$ cat src/rtl/onehot_pkg.sv
// onehot_pkg: shared FSM state type and lowest-set-bit helper
// for the one-hot serializer and decoder-side benches.
package onehot_pkg;

  typedef enum logic {
    IDLE = 1'b0,
    BUSY = 1'b1
  } state_t;

  localparam int MAX_N = 32;

  function automatic int lowest_bit_index(
    input logic [MAX_N-1:0] v
  );
    lowest_bit_index = 0;
    // scan downward so the lowest set bit wins
    for (int i = MAX_N - 1; i >= 0; i--) begin
      if (v[i]) lowest_bit_index = i;
    end
  endfunction

endpackage

$ cat src/rtl/onehot_serializer_prio_enc.sv
// prio_enc: combinational lowest-set-bit priority encoder.
// idx is 0 when vec is 0; any flags a non-empty vector.
module prio_enc
  import onehot_pkg::*;
#(
  parameter  int N = 8,
  localparam int W = $clog2(N)
) (
  input  logic [N-1:0] vec,
  output logic [W-1:0] idx,
  output logic         any
);

  logic [MAX_N-1:0] ext;

  assign ext = MAX_N'(vec);
  assign idx = W'(lowest_bit_index(ext));
  assign any = |vec;

endmodule

$ cat src/rtl/onehot_serializer.sv
// onehot_serializer: captures a multi-hot vector and emits the
// index of each set bit, lowest first, over valid/ready.
module onehot_serializer
  import onehot_pkg::*;
#(
  parameter  int N = 8,
  localparam int W = $clog2(N)
) (
  input  logic         clk,
  input  logic         rst,
  input  logic         in_valid,
  input  logic [N-1:0] in,
  output logic         in_ready,
  output logic         out_valid,
  output logic [W-1:0] out,
  output logic         out_last,
  input  logic         out_ready
);

  state_t       state;
  state_t       state_nxt;
  logic [N-1:0] pending;
  logic [N-1:0] pending_nxt;
  logic [N-1:0] rest;
  logic [W-1:0] idx;
  logic         any;

  prio_enc #(.N(N)) u_enc (
    .vec (pending),
    .idx (idx),
    .any (any)
  );

  assign rest = pending & (pending - N'(1));

  always_ff @(posedge clk) begin
    if (rst) begin
      state   <= IDLE;
      pending <= '0;
    end else begin
      state   <= state_nxt;
      pending <= pending_nxt;
    end
  end

  // outputs depend on registered state only
  always_comb begin
    state_nxt   = state;
    pending_nxt = pending;
    in_ready    = 1'b0;
    out_valid   = 1'b0;
    out         = '0;
    out_last    = 1'b0;
    unique case (state)
      IDLE: begin
        in_ready = 1'b1;
        if (in_valid && (|in)) begin
          pending_nxt = in;
          state_nxt   = BUSY;
        end
      end
      BUSY: begin
        out_valid = 1'b1;
        out       = idx;
        out_last  = any && (rest == '0);
        if (out_ready) begin
          pending_nxt = rest;
          if (rest == '0) state_nxt = IDLE;
        end
      end
    endcase
  end

endmodule

$ cat config.mk
export PLATFORM = sky130hd
export DESIGN_NAME = onehot_serializer
export DESIGN_NICKNAME = d
export VERILOG_FILES = /design/src/rtl/onehot_pkg.sv /design/src/rtl/onehot_serializer_prio_enc.sv /design/src/rtl/onehot_serializer.sv
export SDC_FILE = /design/constraint.sdc
export NUM_CORES = 1
export LEC_CHECK = 0
export ABC_AREA = 1
export CAP_MARGIN = 20
export CORE_MARGIN = 1
export CORE_UTILIZATION = 43
export DETAILED_ROUTE_END_ITERATION = 7
export GPL_TIMING_DRIVEN = 1
export PLACE_DENSITY = 0.78
export SYNTH_ARGS = -nofsm -noshare
export SYNTH_HDL_FRONTEND = slang
export SYNTH_HIERARCHICAL = 1
export SYNTH_SLANG_ARGS = --single-unit
export TNS_END_PERCENT = 50
$ cat constraint.sdc
create_clock -name clk -period 1.55 [get_ports clk]
set_input_delay 0.31 -clock clk [delete_from_list [all_inputs] [get_ports clk]]
set_output_delay 0.31 -clock clk [all_outputs]
set_load 0.05 [all_outputs]
==> run_results.csv <==
group,metric,value,unit
cts,clkTransAtPathRegs,0.06,ns
setup_path,critPathMaxFanout,5,
power_and_ir_drop,pwr-share-comb,52.1,%
cts,cts_root_buf,"clkbuf_4",
synth,yosysWarnings,6,
power_and_ir_drop,ir_worst_vdd,780.5,µV
timing,slew_headroom,81.07,%
timing,tightest_slew,0.2836,ns
global_routing,grt_overflow,0,
timing,hold_viol,0,
layout,nNetsFinal,172,
routing,drt-pass1-iter-count,4,
min_path,hold_path.class,"reg2reg",
timing,min_period,1.872,ns
timing,fin_ws,-0.3225,ns
routing,viasPerCell,4.937,
global_routing,busiest_layer,"met2",
routing,drt-total-wl,2069,µm
placed_design,postPlaceCellArea,1037,µm²
routing,ant_nets,0,
power_and_ir_drop,p_per_area,907.6,nW/µm²
routing,wire_per_inst,11.82,µm
synth,ys_ff_latch,9,
status,violations,"negative setup slack",
synth,synth_area_leader_cell,"dfxtp_1",
synth,seq_area_frac_synth,25.81,%
floorplanning,core-area,1506,µm²
layout,fin_util,74.50,%
layout,diodes,0,
timing,finalCritPeriodShare,120.8,%
floorplanning,row_count,14,
cts,htreeDepth,1,
timing,timing.hold.ws,0.5150,ns
setup_path,r2r-end,"state$_SDFF_PP0_",
synth,synth_adder_area_share,0,%
power_and_ir_drop,p_int,0.6110,mW
synth,yosys-top-cells-area,"dfxtp_1 (26%), nand2_1 (15%), nor2_1 (15%)",
power_and_ir_drop,power.share.clock,18.4,%
routing,num_vias,864,
power_and_ir_drop,leakage,0.5643,nW
setup_path,critical_path_class,"reg2out",
synth,ys_async_sr_fraction,0,%
timing,fmax,0.5341,GHz
floorplanning,start_util,46.35,%
setup_path,rr_startpoint,"pending[0]$_SDFFE_PP0P_",
power_and_ir_drop,total_power,1.019,mW
layout,finalInstanceArea,1122,µm²
synth,synth_most_common_cell,"nand2_1",
global_routing,grt_max_degree,15,
layout,syn_to_final_growth,60.75,%
timing,rsz0062_at_grt,"yes",
min_path,whs_endpoint,"pending[0]$_SDFFE_PP0P_",
placed_design,gp_congestion,0.8226,
global_routing,antenna_found_initial,0,
floorplanning,fp.dieH,42.30,µm
timing,drv_slew,0,
global_routing,use_met2,44.00,%
floorplanning,dieArea,1789,µm²
global_routing,grt_use_met1,30.95,%
floorplanning,die_x,42.30,µm
setup_path,cp.required,1.24,ns
floorplanning,ioPinCount,18,
synth,synth_top_family_by_area,"simple AND/OR/NAND/NOR gates",
cts,worstSkewPairLatency,0.27,ns
setup_path,ff2ff_setup_slack,-0.05,ns
setup_path,start_kind,"register",
setup_path,end_kind,"primary output",
global_routing,groute.usage.overall,25.87,%
synth,synth_ff_type,"dfxtp_1",
synth,synth-simple-area-share,46.59,%
synth,synthTopCellsByCount,"nand2_1 (28), nor2_1 (27), inv_1 (20)",
routing,drtIter0Drc,25,
power_and_ir_drop,pwr-share-seq,29.5,%
cts,cts.path.max_buffers,2,
setup_path,reg2reg_depth,12,
power_and_ir_drop,sw_frac_of_total,40.02,%
global_routing,grt_pass1_vias,806,
timing,setup_viol,5,
cts,cts_buffers,3,
global_routing,grt_pass1_wl,3498,µm
timing,skew,0.004589,ns
layout,post_layout_nonfiller_instances,175,
run,drv_cap,0,
placed_design,dp_hpwl,1539,µm
min_path,whs_path_depth,2,
synth,yosys-mux-area-fraction,0,%
synth,syn_avg_cell_area,5.630,µm²
global_routing,met3_usage,6.897,%
synth,syn-num-nets,136,
synth,syn_area,698.2,µm²
setup_path,cp_data_arrival_time,1.56,ns
cts,cts.sink_count,9,
timing,tns,-0.6658,ns
synth,synth_xor_area_share,0,%
power_and_ir_drop,p_sw,0.4076,mW
routing,drc_errors,0,
synth,syn_inst,124,
layout,drive_gt1_share,34.59,%
min_path,holdCritStartpoint,"pending[0]$_SDFFE_PP0P_",
synth,synth_compound_area_share,13.62,%
synth,synth_edf_count,0,
cts,cts_tree,"built",
status,status,"complete, but fails checks",
placed_design,dp.cells,167,
placed_design,numPortBuffers,17,
placed_design,place_ws,-0.1531,ns
synth,ys_types,22,
synth,synth_top_area_share,25.81,%
## power groups by stage
| stage | Sequential (mW) | Clock [mW] | Combinational, mW |
|---|---|---|---|
| floorplan | 0.294 | 0 | 0.267 |
| global placement | 0.297 | 0 | 0.448 |
| detailed placement | 0.298 | 0 | 0.460 |
| CTS | 0.298 | 0.190 | 0.516 |
| finish | 0.301 | 0.187 | 0.530 |
| global route | 0.307 | 0.202 | 0.571 |
## critical path, stage by stage (launching register included)
cell	delay, ns
dfxtp_2	0.35
nor2_4	0.17
nand3b_1	0.14
nand2_1	0.11
inv_1	0.05
nor2_2	0.12
nand3_2	0.11
nor2_4	0.11
buf_12	0.14
## logic make-up after synthesis
| family | after synthesis |
|---|---|
| AO/OA/AOI/OAI | 18 |
| AND/OR/NAND/NOR | 73 |
| buffers and inverters | 24 |
| flip-flops | 9 |
## final cells by class
type	instances	area, µm²
Tap cell	16	20.02
Timing Repair Buffer	33	354.1
Fill cell	121	384.1
Sequential cell	9	193.9
Multi-Input combinational cell	91	441.7
Clock buffer	3	22.52
Clock inverter	1	5.005
Inverter	22	85.08
## placed cells by master, fill, tap and decap left out
master	Yosys	routed
dfxtp_4	0	1
clkinv_2	0	1
clkbuf_4	0	3
a21oi_2	1	2
clkdlybuf4s50_1	0	11
nand3_2	0	1
inv_4	1	1
nor2_4	1	2
buf_12	0	6
dfxtp_2	0	8
or2_1	1	1
o21ai_0	13	13
nand3_1	7	6
inv_1	20	16
inv_2	1	5
nand3b_1	1	1
nand4_1	1	1
a31oi_1	1	1
buf_6	0	1
nor3_2	1	1
nor2_2	3	5
nand2_2	2	2
nand2_1	28	28
o21ai_1	1	1
buf_4	1	15
a21oi_1	2	1
nor2_1	27	24
nand2_4	1	1
## registers in the layout, indices dropped and copies added, names as in the netlist
register / cells
pending: 8
state: 1
## repair_timing
action                     in CTS  in global routing
resized for setup              15                  2
hold buffers                    0                  0
setup buffers                   3                  1
setup endpoints to repair       4                  5
pin swaps                       9                  5
## worst max-delay path by stage
stage                                 start                 endpoint  slack [ns]  depth (start not counted)
CTS                 pending[1]$_SDFFE_PP0P_                 out_last       -0.32                          8
global route        pending[0]$_SDFFE_PP0P_                 out_last       -0.46                          8
finish              pending[0]$_SDFFE_PP0P_                 out_last       -0.32                          8
global placement                      in[3]  pending[4]$_SDFFE_PP0P_        -0.1                         10
detailed placement                    in[3]  pending[1]$_SDFFE_PP0P_       -0.15                         10
floorplan           pending[0]$_SDFFE_PP0P_                 out_last        0.03                          7
## metal layers
layer,part of all wire [%],routed length [µm]
met1,45,933
met2,49,1022
met3,3.9,81
met4,1.5,32
met5,0,0
Note: power is estimated with default switching activity, not from simulation.
